$ cat src/rtl/div_unit.sv
// Radix-2 restoring divider for RV32M DIV/DIVU/REM/REMU: one quotient bit per cycle, sign fix-up and RISC-V special cases.
// Optional macro DIV_EARLY_OUT_EN: divide-by-zero, signed overflow and |op1| < |op2| skip the iterative phase.
module div_unit #(
  parameter int XLEN = 32
) (
  input  logic            clk,
  input  logic            rst_n,
  input  logic            start,
  input  logic [1:0]      div_op,
  input  logic [XLEN-1:0] op1,
  input  logic [XLEN-1:0] op2,
  input  logic            flush,
  output logic            busy,
  output logic            done,
  output logic [XLEN-1:0] result
);

  localparam int CW = $clog2(XLEN);
  localparam logic [XLEN-1:0] MIN_NEG = {1'b1, {(XLEN-1){1'b0}}};

  typedef enum logic [1:0] {
    S_IDLE,
    S_CALC,
    S_DONE
  } state_t;

  state_t          state_q, state_d;
  logic [CW-1:0]   cnt_q, cnt_d;
  logic [XLEN-1:0] rem_q, rem_d;
  logic [XLEN-1:0] quo_q, quo_d;
  logic [XLEN-1:0] dvsr_q, dvsr_d;
  logic [XLEN-1:0] op1_q, op1_d;
  logic [XLEN-1:0] result_q, result_d;
  logic            is_rem_q, is_rem_d;
  logic            qneg_q, qneg_d;
  logic            rneg_q, rneg_d;
  logic            div0_q, div0_d;
  logic            ovf_q, ovf_d;

  // Operand decode, only meaningful while idle
  logic            in_signed, in_neg1, in_neg2, in_div0, in_ovf;
  logic [XLEN-1:0] in_abs1, in_abs2;

  always_comb begin
    in_signed = ~div_op[0];
    in_neg1   = in_signed & op1[XLEN-1];
    in_neg2   = in_signed & op2[XLEN-1];
    in_abs1   = in_neg1 ? -op1 : op1;
    in_abs2   = in_neg2 ? -op2 : op2;
    in_div0   = (op2 == '0);
    in_ovf    = in_signed && (op1 == MIN_NEG) && (op2 == '1);
  end

  // One restoring step: shift in the next dividend bit (held in quo_q's MSB) and trial-subtract
  logic [XLEN:0]   shifted, diff;
  logic [XLEN-1:0] rem_step, quo_step;
  logic            step_ok;

  always_comb begin
    shifted  = {rem_q, quo_q[XLEN-1]};
    diff     = shifted - {1'b0, dvsr_q};
    step_ok  = ~diff[XLEN];
    rem_step = step_ok ? diff[XLEN-1:0] : shifted[XLEN-1:0];
    quo_step = {quo_q[XLEN-2:0], step_ok};
  end

  function automatic logic [XLEN-1:0] fix_result(
    input logic            is_rem,
    input logic            q_neg,
    input logic            r_neg,
    input logic            div0,
    input logic            ovf,
    input logic [XLEN-1:0] dividend,
    input logic [XLEN-1:0] q,
    input logic [XLEN-1:0] r
  );
    logic [XLEN-1:0] res;
    if (div0)        res = is_rem ? dividend : '1;
    else if (ovf)    res = is_rem ? '0 : MIN_NEG;
    else if (is_rem) res = r_neg ? -r : r;
    else             res = q_neg ? -q : q;
    return res;
  endfunction

  always_comb begin
    state_d  = state_q;
    cnt_d    = cnt_q;
    rem_d    = rem_q;
    quo_d    = quo_q;
    dvsr_d   = dvsr_q;
    op1_d    = op1_q;
    result_d = result_q;
    is_rem_d = is_rem_q;
    qneg_d   = qneg_q;
    rneg_d   = rneg_q;
    div0_d   = div0_q;
    ovf_d    = ovf_q;

    case (state_q)
      S_IDLE: begin
        if (start && !flush) begin
          is_rem_d = div_op[1];
          qneg_d   = in_neg1 ^ in_neg2;
          rneg_d   = in_neg1;
          div0_d   = in_div0;
          ovf_d    = in_ovf;
          op1_d    = op1;
          dvsr_d   = in_abs2;
          quo_d    = in_abs1;
          rem_d    = '0;
          cnt_d    = CW'(XLEN - 1);
          state_d  = S_CALC;
`ifdef DIV_EARLY_OUT_EN
          if (in_div0 || in_ovf || (in_abs1 < in_abs2)) begin
            state_d  = S_DONE;
            result_d = fix_result(div_op[1], in_neg1 ^ in_neg2, in_neg1, in_div0, in_ovf,
                                  op1, '0, in_abs1);
          end
`endif
        end
      end
      S_CALC: begin
        if (flush) begin
          state_d = S_IDLE;
        end else begin
          rem_d = rem_step;
          quo_d = quo_step;
          if (cnt_q == '0) begin
            state_d  = S_DONE;
            result_d = fix_result(is_rem_q, qneg_q, rneg_q, div0_q, ovf_q, op1_q, quo_step, rem_step);
          end else begin
            cnt_d = cnt_q - 1'b1;
          end
        end
      end
      S_DONE: begin
        state_d = S_IDLE;
      end
      default: begin
        state_d = S_IDLE;
      end
    endcase
  end

  always_ff @(posedge clk) begin
    if (!rst_n) begin
      state_q  <= S_IDLE;
      cnt_q    <= '0;
      rem_q    <= '0;
      quo_q    <= '0;
      dvsr_q   <= '0;
      op1_q    <= '0;
      result_q <= '0;
      is_rem_q <= 1'b0;
      qneg_q   <= 1'b0;
      rneg_q   <= 1'b0;
      div0_q   <= 1'b0;
      ovf_q    <= 1'b0;
    end else begin
      state_q  <= state_d;
      cnt_q    <= cnt_d;
      rem_q    <= rem_d;
      quo_q    <= quo_d;
      dvsr_q   <= dvsr_d;
      op1_q    <= op1_d;
      result_q <= result_d;
      is_rem_q <= is_rem_d;
      qneg_q   <= qneg_d;
      rneg_q   <= rneg_d;
      div0_q   <= div0_d;
      ovf_q    <= ovf_d;
    end
  end

  // A flush arriving in the done cycle suppresses the pulse
  assign busy   = (state_q != S_IDLE);
  assign done   = (state_q == S_DONE) && !flush;
  assign result = result_q;

endmodule

$ cat config.mk
export PLATFORM = sky130hd
export DESIGN_NAME = div_unit
export DESIGN_NICKNAME = d
export VERILOG_FILES = /design/src/rtl/div_unit.sv
export SDC_FILE = /design/constraint.sdc
export NUM_CORES = 1
export LEC_CHECK = 0
export ABC_AREA = 1
export CAP_MARGIN = 20
export CORE_MARGIN = 1
export CORE_UTILIZATION = 50
export DETAILED_ROUTE_END_ITERATION = 12
export PLACE_DENSITY_LB_ADDON = 0.2
export SETUP_SLACK_MARGIN = 0.15
export SLEW_MARGIN = 20
export SYNTH_ARGS = -nofsm -noshare
export SYNTH_HDL_FRONTEND = slang
export SYNTH_SLANG_ARGS = --single-unit
$ cat constraint.sdc
create_clock -name clk -period 4.2 [get_ports clk]
set_clock_uncertainty 0.15 [all_clocks]
set_input_delay 0.63 -clock clk [delete_from_list [all_inputs] [get_ports clk]]
set_output_delay 0.63 -clock clk [all_outputs]
set_load 0.01 [all_outputs]
After elaboration in Yosys (flattened, before gate mapping)
Cells that the tools add are included.

storage, ports and cells
  register bits after elaboration = 172
  bits of input ports = 70
  output and inout bits = 34
  word-level logic and storage cells = 71

operators by class
  $add $sub $neg = 6
  equal/unequal tests = 8
  mux-type cells = 24
  bitwise logic cells = 6
  reduce and logical (&&, ||, !) cells = 15

operators by type and width
  kind                    number
  $mux W32                14
  $neg A32 Y32            4
  $pmux W32 S2            2
  $eq A32 B32 Y1 const B  2
  $sub A33 B32 Y33        1
  $logic_not A32 Y1       1
  $mux W5                 3
  $pmux W5 S2             1
  $mux W2                 3
  $ne A2 B2 Y1 const B    3
  $reduce_and A3 Y1       2
  $logic_not A5 Y1        1
  $sub A5 B1 Y5 const B   1
  $logic_and A1 B1 Y1     4
  $pmux W2 S2             1
  $reduce_and A2 Y1       2
  $reduce_and A4 Y1       1
  $reduce_bool A2 Y1      2
  $ne A3 B3 Y1 const B    1
  $not A1 Y1              3
  $and A1 B1 Y1           2
  $eq A2 B1 Y1 const B    1
  $eq A2 B2 Y1 const B    1
  $logic_not A2 Y1        1
  2 further kinds         2

Logic depth before layout (Yosys ltp)
Gate-level depths: netlist (run 1).

  word-level depth = 7
  gate-level depth with buffers = 31
  mapped depth without buffers = 29

Worst setup path after synthesis (run 1)
Ideal clock, no wire load.

  path kind = flip-flop to flip-flop
  start = register quo_q[31]
  end = register result_q[30] (netlist: result[30])
  library setup time = 119 ps
  data arrival time = 4161 ps
  required time = 3931 ps
  setup slack = -230 ps
  cell stages (with the launch flop) = 31
  buffers on the path = 2
  cells stage by stage = dfxtp_1 inv_1 ha_1 inv_1 fa_1 nand2_1 nand2_1 nand3b_1 nand2_1 nand2_2 nand2_2 nand2_4 nand3_2 nand2_4 buf_2 buf_2 ha_1 nand3_1 nor3_1 nand3_1 nor3_1 nand3_1 o21ai_0 o21ai_0 nor2_1 o21ai_0 xor2_1 nor2_1 nor2_1 nand2_1 a21oi_1

on the way
  longest elaborated chain between the ends = 7

RTL lines
  what                                    RTL line  RTL
  from (decl)                             30        logic [XLEN-1:0] quo_q, quo_d;
  from (signal assigned)                  163       quo_q <= quo_d;
  $sub A33 B32 Y33                        61        diff = shifted - {1'b0, dvsr_q};
  $mux W32 or $not A1 Y1 (tied branches)  63, 62
  $neg A32 Y32, on equally long branches  80, 81
  $mux W32, on equally long branches      80, 81
  $mux W32 *                              80        else if (is_rem) res = r_neg ? -r : r;
  $mux W32 *                              79        else if (ovf) res = is_rem ? '0 : MIN_NEG;
  $mux W32 *                              78        if (div0) res = is_rem ? dividend : '1;
  to (signal assigned)                    166       result_q <= result_d;
  to (decl)                               33        logic [XLEN-1:0] result_q, result_d;

Mark *: on every way between the ends. The rest lies on a longest branch, timed or not.
A chain may end at the register's enable or synchronous reset.

Worst setup path after layout (run 1)
  start = register quo_q[31]
  end = register result_q[28] (netlist: result[28])

The elaborated chain is that of the path after synthesis.

==> impl_metrics.py, run 1 <==
metrics = {
    "cells_and_area": {
        "fin_nets": 2575,
        "drive_gt1_frac": 0.08152,
        "insertedDiodeCount": 0,
        "fin_cells": 2819,
        "final_area_mm2": 0.01626,
        "syn_to_final_growth_pct": 17.55,
        "final_common_cell": "nand2_1",
        "final_cell_mix": "nand2_1, inv_1, nor2_1",
    },
    "grt": {
        "grt_max_degree": 101,
        "grt_pass1_wl_mm": 78.03,
        "antenna_found_initial": 0,
        "grt_overflow_total": 0,
        "grtUsageTotal": 0.3539,
        "first_global_vias": 14300,
    },
    "route": {
        "wl_per_cell_um": 17.88,
        "drt_drc_violations_left": 0,
        "first_iter_violations": 1885,
        "routed_via_density": 5.662,
        "drtAntennaViolNets": 0,
        "dr.pass1.iters": 6,
        "wirelength_mm": 50.42,
        "dr_total_vias": 15960,
    },
    "setup_path": {
        "crit_type": "register to register",
        "crit_family": "simple AND/OR/NAND/NOR gates",
        "cpMostUsedCell": "nand2_2",
        "startpoint_type": "register",
        "worstPathRequired_ns": 4.43,
        "critPathArrivalTime_ns": 4.18,
        "path_max_fanout": 4,
        "crit_slowest_cell": "fa_2",
        "crit_path_end_kind": "register",
        "max_stage_delay_ns": 0.37,
        "cp.buffers_inverters": 2,
    },
    "synth": {
        "synthAdderAreaFrac": 0.03672,
        "synth-xor-area-share": 0.03355,
        "async_reset_ff_frac": 0,
        "ys.flop_type": "dfxtp_1",
        "yosysSeqAreaShare": 0.2489,
        "synth_top_family_by_area": "simple AND/OR/NAND/NOR gates",
        "syn_inst": 2400,
        "yosysTopAreaCellShare": 0.2489,
        "synth_area_mm2": 0.01384,
        "post_synth_and_or_nand_nor_area_fraction": 0.3767,
        "synth_mux_area_frac": 0,
        "synth_seq_cells": 172,
        "synth_edf_count": 0,
        "synth-compound-area-share": 0.1835,
        "synth_top_cell_by_area": "dfxtp_1",
        "yosys_warnings": 0,
        "synth.avg_cell_area_um2": 5.765,
        "synth_area_leaders": "dfxtp_1, nand2_1, inv_1",
        "yosysUniqueCellTypes": 50,
        "synth_fp_nets": 2510,
    },
    "placement": {
        "place_inst": 2778,
        "place_congestion": 0.9761,
        "dpl.hpwl_mm": 38.32,
        "portBuffers": 103,
        "place_area_mm2": 0.01517,
    },
    "clock_tree": {
        "htree_levels": 4,
        "insertion_delay_ns": 0.45,
        "path_clk_slew_ns": 0.08,
        "cts_sinks": 172,
        "clockBufferDepth": 2,
        "cts_buffers": 17,
        "root_buffer": "clkbuf_16",
        "holdBufCountCts": 0,
        "cts_tree": "done",
    },
    "floorplan": {
        "dieArea_mm2": 0.02834,
        "die_w_um": 168.3,
        "start_util": 0.5119,
        "rows": 60,
        "core-area_mm2": 0.02703,
        "die_y_um": 168.3,
        "ioPinCount": 104,
    },
    "sta": {
        "max_clock_freq_mhz": 253.1,
        "setup-tns-final_ns": 0,
        "drv_slew": 0,
        "setup_violations": 0,
        "max_slew.worst_pin.slew_ns": 0.8972,
        "min_period_ns": 3.951,
        "rsz0062_at_grt": "yes",
        "fin_crit_sh": 0.9408,
        "relSlewSlack": 0.4012,
        "hold_viol": 0,
    },
    "power_and_ir_drop": {
        "ir_worst_vdd_mv": 0.2364,
        "total_leakage_power_nw": 7.929,
        "total_power_mw": 4.987,
        "powerDensity_mw_per_mm2": 306.6,
    },
    "status": {
        "status": "completed",
    },
    "hold_path": {
        "hp-class": "register to register",
    },
    "flow_run": {
        "max_cap_violations": 0,
    },
}
-- final cells by class --
| type | instances | area [um^2] |
|---|---|---|
| clock buffers | 17 | 425.4 |
| clock inverters | 15 | 197.7 |
| fillers | 2737 | 10760 |
| inverters | 329 | 1235 |
| multi-input cells | 1798 | 9161 |
| flip-flops and latches | 172 | 3450 |
| well taps | 341 | 426.7 |
| repair buffers | 147 | 1369 |
-- cells by family after synthesis --
family / Yosys count
buf+inv: 430
compound gates: 474
simple gates: 1231
xor+xnor: 53
fa+ha+maj: 40
flops: 172
-- synthesized netlist by cell type, types with 17 or more instances --
master / n
inv_1: 318
nor3_1: 36
nand3_1: 133
nand4_1: 26
nand2_1: 681
xnor2_1: 17
xor2_1: 36
nor2_1: 272
dfxtp_1: 172
clkbuf_1: 82
a21oi_1: 200
ha_1: 39
a31oi_1: 26
o21ai_0: 201
-- final timing paths --
kind	from	to	slack (ns)	cells past startpoint
hold reg to reg	op1_q[31]	op1_q[31]	0.31	2
setup reg to reg	quo_q[31]	result[28]	0.25	27
hold / removal	op1_q[31]	op1_q[31]	0.31	2
setup / recovery	quo_q[31]	result[28]	0.25	27
-- timing repair --
item | in CTS | in global routing
resized for setup | 6 | 62
setup buffers | 1 | 8
endpoints found under the setup margin | 3 | 21
pin swaps | 2 | 22
-- per-layer routing --
layer,vias to the layer above,track usage,wire [um]
met3,83,0.06676,5521
li1,7830,-,-
met4,0,0.09289,1212
met1,7241,0.5157,22690
met5,-,0,0
met2,808,0.5293,21000
-- worst min-delay path, delay by kind of cell, from the launching register on --
family / cells / cell delay, ns
AO/OA/AOI/OAI: 1 / 0.06
flip-flops: 1 / 0.30
buffers and inverters: 1 / 0.07
-- registers in the layout (all words and copies together) (netlist names), 2 cells and up --
name and flops:
dvsr_q 32, op1_q 32, quo_q 32, rem_q 32, result 32, cnt_q 5, state_q 2
-- power by group --
part / leakage [nW] / switching (mW) / internal [mW]
clock network: 0.301 / 0.833 / 0.864
registers: 1.41 / 0.0907 / 1.72
logic: 6.22 / 0.977 / 0.502
-- metrics by stage --
| stage | hold slack, ns | util | setup WS, ns |
|---|---|---|---|
| floorplan | 0.2797 | - | 0.1620 |
| global placement | 0.2898 | 0.5613 | 0.1407 |
| detailed placement | 0.3006 | 0.5613 | 0.06834 |
| CTS | 0.3108 | 0.5856 | 0.1588 |
| global route | 0.3354 | 0.6018 | 0.001376 |
| finish | 0.3138 | 0.6018 | 0.2487 |
No activity file was read; power rests on OpenSTA's default activity.
==> run 2: changes to the inputs <==
==> constraint.sdc (replaced) <==
create_clock -name clk -period 4.2 [get_ports clk]
set_clock_uncertainty 0.15 [all_clocks]
set_input_delay 0.63 -clock clk [delete_from_list [all_inputs] [get_ports clk]]
set_output_delay 0.63 -clock clk [all_outputs]
set_load 0.05 [all_outputs]
==> results of run 2 <==
Same layout as run 1 (identical final DEF). Status: completed.
Main changes from that run: total power 4.987 mW -> 5.014 mW
==> run 3: changes to the inputs <==
--- a/config.mk
+++ b/config.mk
@@ -12,7 +12,6 @@
 export DETAILED_ROUTE_END_ITERATION = 12
 export PLACE_DENSITY_LB_ADDON = 0.2
 export SETUP_SLACK_MARGIN = 0.15
-export SLEW_MARGIN = 20
 export SYNTH_ARGS = -nofsm -noshare
 export SYNTH_HDL_FRONTEND = slang
 export SYNTH_SLANG_ARGS = --single-unit
==> results of run 3 <==
Same layout as run 1 (identical final DEF). Status: completed.
Main changes from that run: total power 4.987 mW -> 5.014 mW
==> patch (flow settings as in run 2) <==
Set the parameter `XLEN` to 16 (it was 32).
--- a/src/rtl/div_unit.sv
+++ b/src/rtl/div_unit.sv
@@ -1,7 +1,7 @@
 // Radix-2 restoring divider for RV32M DIV/DIVU/REM/REMU: one quotient bit per cycle, sign fix-up and RISC-V special cases.
 // Optional macro DIV_EARLY_OUT_EN: divide-by-zero, signed overflow and |op1| < |op2| skip the iterative phase.
 module div_unit #(
-  parameter int XLEN = 32
+  parameter int XLEN = 16
 ) (
   input  logic            clk,
   input  logic            rst_n,
Interface: changed (resized op1, op2 and result); port bits go from 104 to 56. No check against the original RTL was run, so the function may have changed too.
==> patch against run 2 <==
- synthesized area decreased by 53%
- core utilization is 0.72 points lower
- sequential cell count is 81 lower
- count of clock-buffer cells in the layout fell by 5
- synthesized cell count is 57% lower
- routed wire length decreased by 64%
- cell area is 54% lower
- power shrank 46%
- worst setup slack improved by 280 ps
- final cell count down 56%
==> patch: results (changes against run 2) <==
Global route
  • Met2 GRT Util: 43.0% (-9.9 points)
  • Routing usage on met3: 3.82% (-2.9 points)
  • Vias in the first global route: 5,925 (-59%)
  • M1 GR Usage: 40.3% (-11 points)
  • First-pass GRT wire length: 29,100 um (-63%)
  • Initial antenna violation count: 0 (unchanged)
  • Largest net degree at the start of global routing: 57 (-44%)
  • Global Route Usage Sum: 28.1% (-7.3 points)

CTS
  • Worst skew pair latency: 350 ps (-100 ps)
  • H-tree depth: 3 (-1)
  • Root Driver: clkbuf_16
  • Post-CTS Setup Inserts: 0 (-1)
  • CTS Buf Count: 9 (-8)
  • CTS clock-pin slew for the worst setup and hold paths: 60 ps (-20 ps)
  • CTS max path bufs: 2 (unchanged)

Floorplan
  • Row Count: 41 (-32%)

Power
  • Maximum VDD drop: 285 uV (+20%)
  • Leakage: 3.50 nW (-56%)
  • Sw Ratio: 34.5% (-4.0 points)

Yosys
  • Synth unique cells: 43 (-14%)
  • Post-synthesis sequential area ratio: 28.2% (+3.3 points)
  • Top FF cell, synth: dfxtp_1
  • Synth warnings: 0 (unchanged)
  • Commonest cells in the netlist: nand2_1 (241), inv_1 (155), a21oi_1 (105)
  • Synth top area cells: dfxtp_1 (28%), nand2_1 (14%), inv_1 (9.0%), a21oi_1 (8.1%), o21ai_0 (7.4%)

Place
  • GP Congestion: 0.895 (-8.3%)
  • IO buf count: 55 (-47%)
  • Placed instance area: 7170 um^2 (-53%)
  • HPWL after detailed placement: 13,700 um (-64%)
  • Pre-CTS setup slack: 474 ps (+405 ps)

Cells and area
  • NumNets Final: 1,138 (-56%)
  • Fraction of layout cells with a size suffix above 1: 6.01% (-2.1 points)

Critical path
  • Slowest stage delay, CP: 420 ps (+50 ps)
  • Worst-path maximum fanout: 14 (+10)
  • CP max-delay cell: fa_1

Detailed routing
  • Initial DRT Pass Iterations: 7 (+1)
  • Routed vias: 6,776 (-58%)
  • Average wire per standard cell: 14.3 um (-20%)
  • DRT iter0 DRCs: 559 (-70%)

Timing
  • Slew @ Worst Pin: 742 ps (-155 ps)
  • Max Slew Vio Count: 0 (unchanged)

Outcome
  • Status: finished, final reports clean

Min path
  • Hold Path Class: reg2reg
patch: changes by cell type after synthesis, sizes merged, moves of 17 or more:
cell and change:
a21oi -94, o21ai -110, nand2 -443, nand3 -69
ha -17, nor2 -211, inv -166, xor2 -23
clkbuf -49, dfxtp -81
patch: logic make-up after synthesis:
logic type,count (synthesis),share of synthesized area [%]
fa+ha+maj,23,4.56
xor+xnor,24,3.25
flops,91,28.2
buf+inv,197,11.7
compound gates,245,20.6
simple gates,460,31.7
patch: layout make-up:
| type | instances | area, um^2 |
|---|---|---|
| clock buffers | 12 | 256 |
| clock inverters | 4 | 72.6 |
| fillers | 1285 | 5120 |
| inverters | 157 | 589 |
| multi-input cells | 752 | 3890 |
| flip-flops and latches | 91 | 1820 |
| well taps | 172 | 215 |
| repair buffers | 66 | 653 |
patch: layer usage:
metal | routed length [um] | up-vias
met5 | 0 | -
met4 | 271 | 0
met3 | 1450 | 19
met2 | 7870 | 265
met1 | 8390 | 3007
li1 | - | 3485
patch: worst paths after layout:
check / from / endpoint / slack (ps) / depth (start not counted)
min reg2reg: op1_q[14] / op1_q[14] / 310 / 2
max reg2reg: quo_q[15] / result[14] / 530 / 24
max: quo_q[15] / result[14] / 530 / 24
min: op1_q[14] / op1_q[14] / 310 / 2
patch: through the flow:
stage / hold slack [ps] / std cells / util [%]
detailed placement: 304 / 1238 / 56.8
global route: 327 / 1254 / 59.5
finish: 314 / 1254 / 59.5
floorplan: 272 / 1040 / -
global placement: 286 / 1237 / 56.6
CTS: 312 / 1254 / 59.4
patch: power by group through the flow:
stage	Combinational (mW)	Sequential (mW)	Clock, mW
2_1_floorplan	0.619	0.970	0
3_3_place_gp	0.819	0.970	0
3_5_place_dp	0.829	0.972	0
4_1_cts	0.834	0.953	0.902
5_1_grt	0.953	0.959	0.939
6_report	0.841	0.956	0.894
patch: what timing repair did:
| action | 4_1_cts | 5_1_grt |
|---|---|---|
| endpoints found under the setup margin | 0 | 1 |
| gates resized for setup | 0 | 1 |
| endpoints found under the hold margin | 0 | 0 |
patch: critical path, delay by kind of cell (launching register included):
| kind | cells | cell delay (ps) |
|---|---|---|
| compound gates | 2 | 230 |
| xor+xnor | 1 | 140 |
| fa+ha+maj | 3 | 750 |
| buf+inv | 3 | 180 |
| flops | 1 | 310 |
| simple gates | 15 | 1830 |
